## src/rtl/imem_readback_tx.sv

```systemverilog
// imem_readback_tx: streams a span of instruction memory out of an 8N1 UART as 0xA5 + words (LE).
// Define IMEM_READBACK_CSUM_EN to append an XOR checksum of all data bytes.
module imem_readback_tx #(
   parameter int CLK_HZ         = 100_000_000,
   parameter int BAUD           = 115_200,
   parameter int NUM_WORDS_IMEM = 8192
) (
   input  logic        clk,
   input  logic        rst,
   input  logic        start,
   input  logic [29:0] base_addr,
   input  logic [15:0] word_cnt,
   output logic        imem_re,
   output logic [29:0] imem_raddr,
   input  logic [31:0] imem_rdat,
   output logic        uart_tx,
   output logic        busy,
   output logic        done
);
   localparam int DIV = CLK_HZ / BAUD;
   localparam int BW  = (DIV >= 2) ? $clog2(DIV) : 1;
   localparam int AW  = $clog2(NUM_WORDS_IMEM);
   localparam logic [7:0] HDR_BYTE = 8'hA5;

   if (DIV < 2) begin : g_bad_div
      $error("imem_readback_tx: CLK_HZ/BAUD must be at least 2");
   end

   typedef enum logic [2:0] {
      S_IDLE,
      S_HDR,
      S_WORD,
`ifdef IMEM_READBACK_CSUM_EN
      S_CSUM,
`endif
      S_FIN
   } state_e;

   typedef enum logic [1:0] {B_START, B_DATA, B_STOP} bit_state_e;

   state_e          state_q, state_d;
   bit_state_e      bst_q, bst_d;
   logic [BW-1:0]   baud_q, baud_d;
   logic [2:0]      bit_q, bit_d;
   logic [1:0]      sel_q, sel_d;
   logic [7:0]      txb_q, txb_d;
   logic [31:0]     word_q, word_d;
   logic [15:0]     rem_q, rem_d;
   logic [AW-1:0]   addr_q, addr_d;
   logic            re_q, re_d;
   logic            cap_q, cap_d;
   logic            tx_q, tx_d;
`ifdef IMEM_READBACK_CSUM_EN
   logic [7:0]      csum_q, csum_d;
`endif

   logic            cell_end;
   logic            next_data;
   logic            last_data;
   logic            nxt_valid;
   logic [7:0]      nxt_byte;
   state_e          nxt_state;

   logic            unused_base_hi;
   assign unused_base_hi = ^base_addr[29:AW];

   always_comb begin
      state_d   = state_q;
      bst_d     = bst_q;
      baud_d    = baud_q;
      bit_d     = bit_q;
      sel_d     = sel_q;
      txb_d     = txb_q;
      word_d    = word_q;
      rem_d     = rem_q;
      addr_d    = addr_q;
      re_d      = 1'b0;
      cap_d     = re_q;
      tx_d      = tx_q;
`ifdef IMEM_READBACK_CSUM_EN
      csum_d    = csum_q;
`endif
      cell_end  = (baud_q == BW'(DIV - 1));
      next_data = 1'b0;
      last_data = 1'b0;
      nxt_valid = 1'b0;
      nxt_byte  = word_q[7:0];
      nxt_state = state_q;

      // Address advances only after the strobe cycle, so raddr is stable while re is high.
      if (re_q) addr_d = addr_q + AW'(1);

      case (state_q)
         S_IDLE: begin
            if (start) begin
               state_d = S_HDR;
               bst_d   = B_START;
               baud_d  = '0;
               tx_d    = 1'b0;
               txb_d   = HDR_BYTE;
               rem_d   = word_cnt;
               addr_d  = base_addr[AW-1:0];
               re_d    = (word_cnt != 16'd0);
`ifdef IMEM_READBACK_CSUM_EN
               csum_d  = 8'h00;
`endif
            end
         end
         S_FIN: state_d = S_IDLE;
         default: begin
            baud_d = cell_end ? '0 : baud_q + BW'(1);
            if (cell_end) begin
               case (bst_q)
                  B_START: begin
                     bst_d = B_DATA;
                     bit_d = 3'd0;
                     tx_d  = txb_q[0];
                     txb_d = txb_q >> 1;
                  end
                  B_DATA: begin
                     if (bit_q == 3'd7) begin
                        bst_d = B_STOP;
                        tx_d  = 1'b1;
                     end else begin
                        bit_d = bit_q + 3'd1;
                        tx_d  = txb_q[0];
                        txb_d = txb_q >> 1;
                     end
                  end
                  default: begin
                     case (state_q)
                        S_HDR: begin
                           sel_d     = 2'd0;
                           next_data = (rem_q != 16'd0);
                           last_data = (rem_q == 16'd0);
                        end
                        S_WORD: begin
                           if (sel_q != 2'd3) begin
                              sel_d     = sel_q + 2'd1;
                              next_data = 1'b1;
                              // Byte 3 of a word is the slot that prefetches the following word.
                              re_d      = (sel_q == 2'd2) && (rem_q != 16'd1);
                           end else begin
                              rem_d     = rem_q - 16'd1;
                              sel_d     = 2'd0;
                              next_data = (rem_q != 16'd1);
                              last_data = (rem_q == 16'd1);
                           end
                        end
                        default: nxt_state = S_FIN;
                     endcase
                  end
               endcase
            end
         end
      endcase

      if (next_data) begin
         nxt_valid = 1'b1;
         nxt_byte  = word_q[7:0];
         nxt_state = S_WORD;
         word_d    = {8'h00, word_q[31:8]};
`ifdef IMEM_READBACK_CSUM_EN
         csum_d    = csum_q ^ word_q[7:0];
`endif
      end
      if (last_data) begin
`ifdef IMEM_READBACK_CSUM_EN
         nxt_valid = 1'b1;
         nxt_byte  = csum_q;
         nxt_state = S_CSUM;
`else
         nxt_state = S_FIN;
`endif
      end
      if (cell_end && bst_q == B_STOP && state_q != S_IDLE && state_q != S_FIN) begin
         state_d = nxt_state;
         if (nxt_valid) begin
            bst_d = B_START;
            tx_d  = 1'b0;
            txb_d = nxt_byte;
         end
      end

      if (cap_q) word_d = imem_rdat;
   end

   // NOTE: uart_tx resets to 1 through the async reset, so an aborted byte releases the line at once.
   always_ff @(posedge clk or posedge rst) begin
      if (rst) begin
         state_q <= S_IDLE;
         bst_q   <= B_START;
         baud_q  <= '0;
         bit_q   <= 3'd0;
         sel_q   <= 2'd0;
         txb_q   <= 8'h00;
         word_q  <= 32'h0;
         rem_q   <= 16'd0;
         addr_q  <= '0;
         re_q    <= 1'b0;
         cap_q   <= 1'b0;
         tx_q    <= 1'b1;
`ifdef IMEM_READBACK_CSUM_EN
         csum_q  <= 8'h00;
`endif
      end else begin
         state_q <= state_d;
         bst_q   <= bst_d;
         baud_q  <= baud_d;
         bit_q   <= bit_d;
         sel_q   <= sel_d;
         txb_q   <= txb_d;
         word_q  <= word_d;
         rem_q   <= rem_d;
         addr_q  <= addr_d;
         re_q    <= re_d;
         cap_q   <= cap_d;
         tx_q    <= tx_d;
`ifdef IMEM_READBACK_CSUM_EN
         csum_q  <= csum_d;
`endif
      end
   end

   assign uart_tx    = tx_q;
   assign imem_re    = re_q;
   assign imem_raddr = 30'(addr_q);
   assign busy       = (state_q != S_IDLE) && (state_q != S_FIN);
   assign done       = (state_q == S_FIN);
endmodule

```

## config.mk

```make
export PLATFORM = sky130hd
export DESIGN_NAME = imem_readback_tx
export DESIGN_NICKNAME = d
export VERILOG_FILES = /design/src/rtl/imem_readback_tx.sv
export SDC_FILE = /design/constraint.sdc
export NUM_CORES = 1
export LEC_CHECK = 0
export ABC_AREA = 1
export CAP_MARGIN = 20
export CORE_AREA = 3 3 121 123
export DETAILED_ROUTE_END_ITERATION = 8
export DIE_AREA = 0 0 124 126
export PLACE_DENSITY = 0.74
export REMOVE_ABC_BUFFERS = 1
export SYNTH_ARGS = -nofsm -noshare
export SYNTH_HDL_FRONTEND = slang
export SYNTH_SLANG_ARGS = --single-unit
```

## constraint.sdc

```tcl
create_clock -name clk -period 8.9 [get_ports clk]
set_input_delay 1.335 -clock clk [delete_from_list [all_inputs] [get_ports clk]]
set_output_delay 1.335 -clock clk [all_outputs]
set_load 0.05 [all_outputs]
```

# --- Yosys cells after proc, flatten, opt, wreduce, memory -nomap -nowiden ---
# Cells that the tools add are included.
word_totals:
  word_cells: 131
  regBits: 92
op_classes:
  n_bitwise: 3
  muxes: 65
  n_eq_ne: 21
  reduce_logical: 25
  add_sub_neg: 5
ops:
  columns: ["operator", "n"]
  rows:
  - ["16-bit 2-to-1 mux", 5]
  - ["32-bit 2-to-1 mux", 2]
  - ["8-bit 2-to-1 mux", 5]
  - ["13-bit 2-to-1 mux", 3]
  - ["16-bit one-hot mux with 2 select lines", 1]
  - ["8-bit one-hot mux with 2 select lines", 2]
  - ["16-bit nonzero test", 2]
  - ["3-bit 2-to-1 mux", 9]
  - ["10-bit 2-to-1 mux", 2]
  - ["10-bit one-hot mux with 2 select lines", 1]
  - ["1-bit 2-to-1 mux", 19]
  - ["16-bit by 1-bit == test with 1-bit output, second input constant", 1]
  - ["16-bit zero test", 1]
  - ["16-bit by 1-bit inequality test with 1-bit output, second input constant", 1]
  - ["4-bit inequality test, second input constant", 4]
  - ["16-bit by 1-bit subtractor with 16-bit output, second input constant", 1]
  - ["13-bit by 1-bit adder with 13-bit output, second input constant", 1]
  - ["2-bit 2-to-1 mux", 6]
  - ["2-bit one-hot mux with 2 select lines", 3]
  - ["3-bit one-hot mux with 2 select lines", 2]
  - ["6-bit AND reduction", 2]
  - ["10-bit by 1-bit adder with 10-bit output, second input constant", 1]
  - ["10-bit == test, second input constant", 1]
  - ["1-bit one-hot mux with 2 select lines", 5]
  - ["other kinds (20)", 39]

# --- Depth between registers and ports, before layout ---
# Gate-level depths: netlist (run 1).
logic_depth:
  depth_word: 9
  mapped_depth: 13
  ltp_nobuf: 13

# --- Worst setup path after synthesis (run 1) ---
# Ideal clock, no wire load.
synth_path:
  kind: "reg2out"
  start: "register state_q[0]"
  end: "output busy"
  t_arrival_ns: 1.055
  path_slack_ns: 6.510
  stages_incl_launch_ff: 3
  required_time_ns: 7.565
  path_cell_list: "dfrtp_1 > inv_1 > ha_1"
synth_between:
  elab_chain_cells: 2
  elab_cells_between_ends: 3
synth_rtl:
  columns: ["element", "line", "text"]
  rows:
  - ["start: declaration", "41", "state_e state_q, state_d;"]
  - ["start signal: assignment", "207", "state_q <= state_d;"]
  - ["3-bit by 2-bit inequality test with 1-bit output / 3-bit nonzero test (equally long branches)", "228", "assign busy = (state_q != S_IDLE) && (state_q != S_FIN);"]
  - ["1-bit logical AND (*)", "228", null]
  - ["end: declaration", "17", "output logic busy,"]
# Every way passes the cells marked *; elsewhere a longest branch is shown, timed or not.

# --- Final worst setup path (run 1) ---
# Same ends and word-level chain as after synthesis.

==> results of run 1 <==
[power by group through the flow]
stage	Combinational, mW	Clock (mW)	Sequential, mW
2_1_floorplan	0.563	0	0.797
5_1_grt	1.02	0.395	0.734
3_5_place_dp	0.903	0	0.715
4_1_cts	0.909	0.377	0.710
6_report	0.901	0.367	0.711
3_3_place_gp	0.890	0	0.709
[critical path, cell delays in order, from the launching register on]
cell and delay (ps):
dfrtp_1 390, inv_1 80, ha_1 590, clkdlybuf4s50_1 930
[metrics by stage]
stage	std cells	hold slack [ps]
final	950	476.3
after global routing	950	486.1
after CTS	950	477.4
after detailed placement	934	460.1
after global placement	934	454.4
after floorplan	672	442.5
[layout by cell type, fill, tap and decap left out, types with 13 or more instances in the layout]
cell type,netlist,routed
nand2_1,173,173
nand2_2,15,15
a21oi_1,30,30
dfrtp_1,90,90
nand3_1,51,51
inv_1,59,58
nor2_1,70,70
ha_1,13,13
conb_1,1,17
o21ai_0,32,32
clkdlybuf4s50_1,0,80
[cell families after synthesis]
kind of cell    count (synthesis)
other cells                     1
xor+xnor                       14
buf+inv                       106
flops                          91
compound gates                 96
simple gates                  371
fa+ha+maj                      13
[layer usage]
metal	routed length (um)	vias up	track usage (%)
met3	472	8	2.829
met5	0	-	0
met2	5586	77	24.28
met1	5624	2100	22.93
met4	155	0	6.250
li1	-	2363	-
[sequential cells by signal, indices dropped and copies added (netlist names), 3 cells and up]
signal  cells
word_q     32
rem_q      16
addr_q     13
bit_q       3
txb_q       8
baud_q     10
[area by class of cell]
| type | count | area (um^2) |
|---|---|---|
| clock buffer | 10 | 229.0 |
| fill | 1356 | 7232 |
| inverter | 70 | 271.5 |
| tap | 180 | 225.2 |
| timing repair buffer | 82 | 815.8 |
| sequential | 91 | 2278 |
| multi-input combinational | 511 | 2673 |
| clock inverter | 6 | 48.80 |
[worst min path at each step]
stage,from,endpoint,slack (ps),cells after the start
floorplan,word_q[24],word_q[24],440,2
global route,word_q[25],word_q[25],490,2
CTS,word_q[26],word_q[26],480,2
global placement,word_q[25],word_q[25],450,2
finish,word_q[26],word_q[26],480,2
detailed placement,word_q[26],word_q[26],460,2
==> qor.txt, run 1 <==
Reg-to-Reg End - rem_q[2]
Worst endpoint data arrival time - 2340 ps
Most used DFF post-synth - dfrtp_1
Switching share of power - 45.37%
Leakage - 2.974 nW
Min-delay worst type - register to register
Setup bufs post-CTS - 0
Finished Core Util - 47.49%
Max Cap Violations - 0
Mux cell area share after synthesis - 0%
Sequential cell fraction of total power - 35.9%
Clock power share - 18.5%
Initial core utilization - 39.16%
First-pass GRT wire length - 20440 um
Mapped cell area - 5394 um^2
Peak supply drop - 0.1205 mV
Clk_lat worst skew - 360 ps
Largest family of logic cells by synthesized area - simple AND/OR/NAND/NOR gates
Detail Route Antenna Nets - 0
Via Count - 4548
R2R Setup Slk - 6090 ps
Final wirelength - 11840 um
Avg Synthesized Cell Area - 7.795 um^2
Critical path peak fanout - 16
IO Count - 115
CTS Sinks - 91
Simple-Gate Fraction of Synth Area - 32.78%
Worst Path Required - 7570 ps
Worst Tran Pin Value - 831.2 ps
Number of global-route vias before repair - 4288
Post-synth ARST share - 100.0%
Internal - 1.081 mW
Slew HR - 44.45%
Top cells by area, synth - dfrtp_1, nand2_1, nor2_1, nand3_1, inv_1
Crit path time final - 3678 ps
Htree depth - 3
CTS buffer count - 9
Core Area - 13770 um^2
Pre-CTS setup slack - 5599 ps
Worst r2r src - state_q[0]
Cts hold-fix bufs - 0
Switching power - 0.8976 mW
Final Hold Fails - 0
Grt ovf - 0
Clock-pin transition on the worst setup and hold timing paths - 70 ps
Initial antenna violation count - 0
Post-synth top area share - 41.75%
Crit path to - busy
Pwr/cell area - 302.4 nW/um^2
RePlAce Congestion - 0.8348
Final layout net count - 859
# rows - 43
Final setup TNS - 0 ps
R2R depth - 10
DR WL/cell - 12.46 um
Synth-to-Final Area Change - 21.27%
Post-Layout Inst Area - 6541 um^2
Peak Freq - 271.9 MHz
Synth cell count leaders - nand2_1, dfrtp_1, nor2_1
Post-CTS sizing - 0
DRC Markers - 0
PnR worst setup slack - 5222 ps
Endpoints failing setup - 0
Die X - 124 um
Synth warn - 0
Die height - 126 um
Layout cells sized above 1 - 11.04%
Cells after Synth - 692
CP Class - register to output port
Port Buffer Count - 80
RSZ-0062 raised after global routing - false
Full die area - 15620 um^2
Comb pwr share - 45.5%
Count leader, synth - nand2_1
Adder-Cell Fraction of Synth Area - 3.016%
TritonRoute pass-1 iters - 4
Complex-gate fraction of the synthesized area - 10.30%
Post-synthesis sequential area ratio - 42.24%
Pins over their slew limit - 0
Root buf cell - clkbuf_16
Total track usage - 16.08%
Post-synth EDFFs - 0
Dpl hpwl - 8362 um
Vias per Instance - 4.787
Synth Register Bits - 91
TritonCTS clock tree - done
Worst setup path startpoint - state_q[0]
Largest net degree at the start of global routing - 50
Status - finished clean
Crit share post-route - 41.32%
Overall Power - 1.978 mW
Clock skew - 12.26 ps
Synth area leader - dfrtp_1
Synth unique cells - 50
Dpl cell area - 6264 um^2
XOR/XNOR Fraction of Synth Area - 2.273%
Critical Path Start Type - register
Initial drt markers - 241
Clock buffer depth - 2
Setup crit end kind - output port
Ant. Diodes - 0
Power figures use the tool's default switching activity.
==> run 2, diff against run 1 <==
Clock period 8.9 ns to 3.5 ns, I/O delays scaled along.
==> run 2 against run 1 <==
- clock skew fell by 3.9 ps
- register-to-register slack worse by 5000 ps
- via count up 1.2%
- highest routed layer unchanged
- largest cell class unchanged
- power grew to 2.5 times the previous value
- setup slack lost 4600 ps
- sequential share of layout area down 0.15 points
- combinational power increased to 2.6 times the previous value
==> qor.txt, run 2 (synthesis results as in run 1) <==
Largest regs - word_q x32, rem_q x16, addr_q x13
Worst r2r src - state_q[0]
Critical path peak fanout - 16 (unchanged)
Full die area - 15620 um^2 (unchanged)
Crit path to - busy
# fillers - 1388 (+2.4%)
Pwr/cell area - 767.3 nW/um^2 (+150%)
Min-delay worst type - register to register
CP cell instances - inv_1 > ha_1 > clkdlybuf4s50_1
Leakage - 2.988 nW (+0.46%)
Via Count - 4604 (+1.2%)
Worst endpoint data arrival time - 2330 ps (about the same)
Crit path time final - 2859 ps
Largest net degree at the start of global routing - 50 (unchanged)
Overall Power - 5.040 mW (+150%)
Root buf cell - clkbuf_16
TritonCTS clock tree - done
Endpoints failing setup - 0 (unchanged)
Commonest cells after routing, fill and taps aside - nand2_1, dfrtp_1, clkdlybuf4s50_1
Sequential cell fraction of total power - 36.2% (+0.3 points)
Number of global-route vias before repair - 4276 (-0.28%)
Pre-CTS setup slack - 1005 ps (-4595 ps)
RePlAce Congestion - 0.8084 (-3.2%)
Vias per Instance - 4.836 (+1.0%)
CTS Sinks - 91 (unchanged)
Synth-to-Final Area Change - 21.78%
Clock skew - 8.308 ps (-3.949 ps)
Switching share of power - 45.28% (-0.091 points)
Worst Tran Pin Value - 785.1 ps (-46.12 ps)
DRC Markers - 0 (unchanged)
Peak Freq - 349.8 MHz
Final wirelength - 11850 um (about the same)
Comb pwr share - 45.6% (about the same)
Max Cap Violations - 0 (unchanged)
Initial core utilization - 39.16% (unchanged)
Clock power share - 18.3% (-0.2 points)
Detail Route Antenna Nets - 0 (unchanged)
Hold slack - 476.2 ps (-0.05600 ps)
Most flops, register - word_q
Internal - 2.758 mW (+160%)
Switching power - 2.282 mW (+150%)
R2R Setup Slk - 1120 ps (-4970 ps)
Die X - 124 um (unchanged)
Setup crit end kind - output port
Clock-pin transition on the worst setup and hold timing paths - 70 ps (about the same)
DR WL/cell - 12.44 um (-0.14%)
Ant. Diodes - 0 (unchanged)
Die height - 126 um (unchanged)
Final setup TNS - 0 ps (unchanged)
First-pass GRT wire length - 19970 um (-2.3%)
Critical Path Max Stage Delay - 940 ps (about the same)
Port Buffer Count - 80 (unchanged)
Inst Count DP - 936 (+0.21%)
Clk_lat worst skew - 340 ps (-20 ps)
Finished Layout Cells - 952 (+0.21%)
Status - finished clean
TritonRoute pass-1 iters - 5 (+1)
CTS buffer count - 9 (unchanged)
Cts hold-fix bufs - 0 (unchanged)
IO Count - 115 (unchanged)
Max reg flops - 32 (unchanged)
Slew HR - 47.66% (+3.2 points)
# rows - 43 (unchanged)
R2R depth - 10 (unchanged)
Clock buffer depth - 2 (unchanged)
CP Class - register to output port
Setup bufs post-CTS - 0 (unchanged)
Layout cells sized above 1 - 11.27% (+0.23 points)
Pins over their slew limit - 0 (unchanged)
Final Hold Fails - 0 (unchanged)
PnR worst setup slack - 640.9 ps (-4581 ps)
Final layout net count - 861 (+0.23%)
Worst setup path startpoint - state_q[0]
Initial drt markers - 232 (-3.7%)
Commonest non-fill, non-tap cell in the layout - nand2_1
Crit share post-route - 81.69%
Dpl hpwl - 8571 um (+2.5%)
Peak supply drop - 0.3257 mV (+170%)
Crit-path slowest cell - clkdlybuf4s50_1
Worst Path Required - 2970 ps (-4600 ps)
RSZ-0062 raised after global routing - false
Total track usage - 15.71% (-0.37 points)
Critical Path Start Type - register
Initial antenna violation count - 0 (unchanged)
Post-CTS sizing - 0 (unchanged)
Core Area - 13770 um^2 (unchanged)
Reg-to-Reg End - rem_q[2]
Htree depth - 3 (unchanged)
Grt ovf - 0 (unchanged)
run 2: cell types whose count changed in the layout (fill, tap and decap cells not counted):
| cell | before | now |
|---|---|---|
| buf_12 | 0 | 1 |
| clkinv_4 | 3 | 4 |
| inv_6 | 3 | 2 |
| buf_4 | 2 | 3 |
run 2: how the worst min path moves through the flow:
stage	slack (ps)	endpoint	cells after the start	start
6_report	480	txb_q[6]	2	word_q[6]
5_1_grt	500	txb_q[4]	2	word_q[4]
3_5_place_dp	460	txb_q[4]	2	word_q[4]
2_1_floorplan	440	word_q[24]	2	word_q[24]
4_1_cts	480	txb_q[4]	2	word_q[4]
3_3_place_gp	450	word_q[25]	2	word_q[25]
run 2: layer usage:
layer | global-route usage [%] | up-vias | wire length [um]
met2 | 24.79 | 95 | 5686
met1 | 21.76 | 2125 | 5561
li1 | - | 2372 | -
met5 | 0 | - | 0
met4 | 5.477 | 0 | 193
met3 | 2.694 | 12 | 405
run 2: area by class of cell:
type	count	area [um^2]	share of cell area (%)
well taps	180	225.2	3.429
clock buffers	10	229.0	3.486
repair buffers	84	843.3	12.84
inverters	70	271.5	4.133
multi-input cells	511	2673	40.69
clock inverters	6	48.80	0.7429
flip-flops and latches	91	2278	34.69
run 2: critical path, delay by kind of cell, from the launching register on:
kind / cells / cell delay [ps]
adder cells (fa/ha/maj): 1 / 590
buffers and inverters: 2 / 1010
flip-flops: 1 / 390
run 2: per-stage QoR:
stage / utilization, % / instance area (um^2)
2_1_floorplan: - / 5221
3_3_place_gp: 45.68 / 6291
3_5_place_dp: 45.68 / 6291
4_1_cts: 47.69 / 6569
5_1_grt: 47.69 / 6569
6_report: 47.69 / 6569
run 2: power by group through the flow:
| stage | registers [mW] | clock network [mW] | logic, mW |
|---|---|---|---|
| after floorplan | 2.03 | 0 | 1.43 |
| after global placement | 1.82 | 0 | 2.25 |
| after detailed placement | 1.84 | 0 | 2.30 |
| after CTS | 1.82 | 0.945 | 2.31 |
| after global routing | 1.88 | 0.993 | 2.57 |
| final | 1.82 | 0.921 | 2.30 |
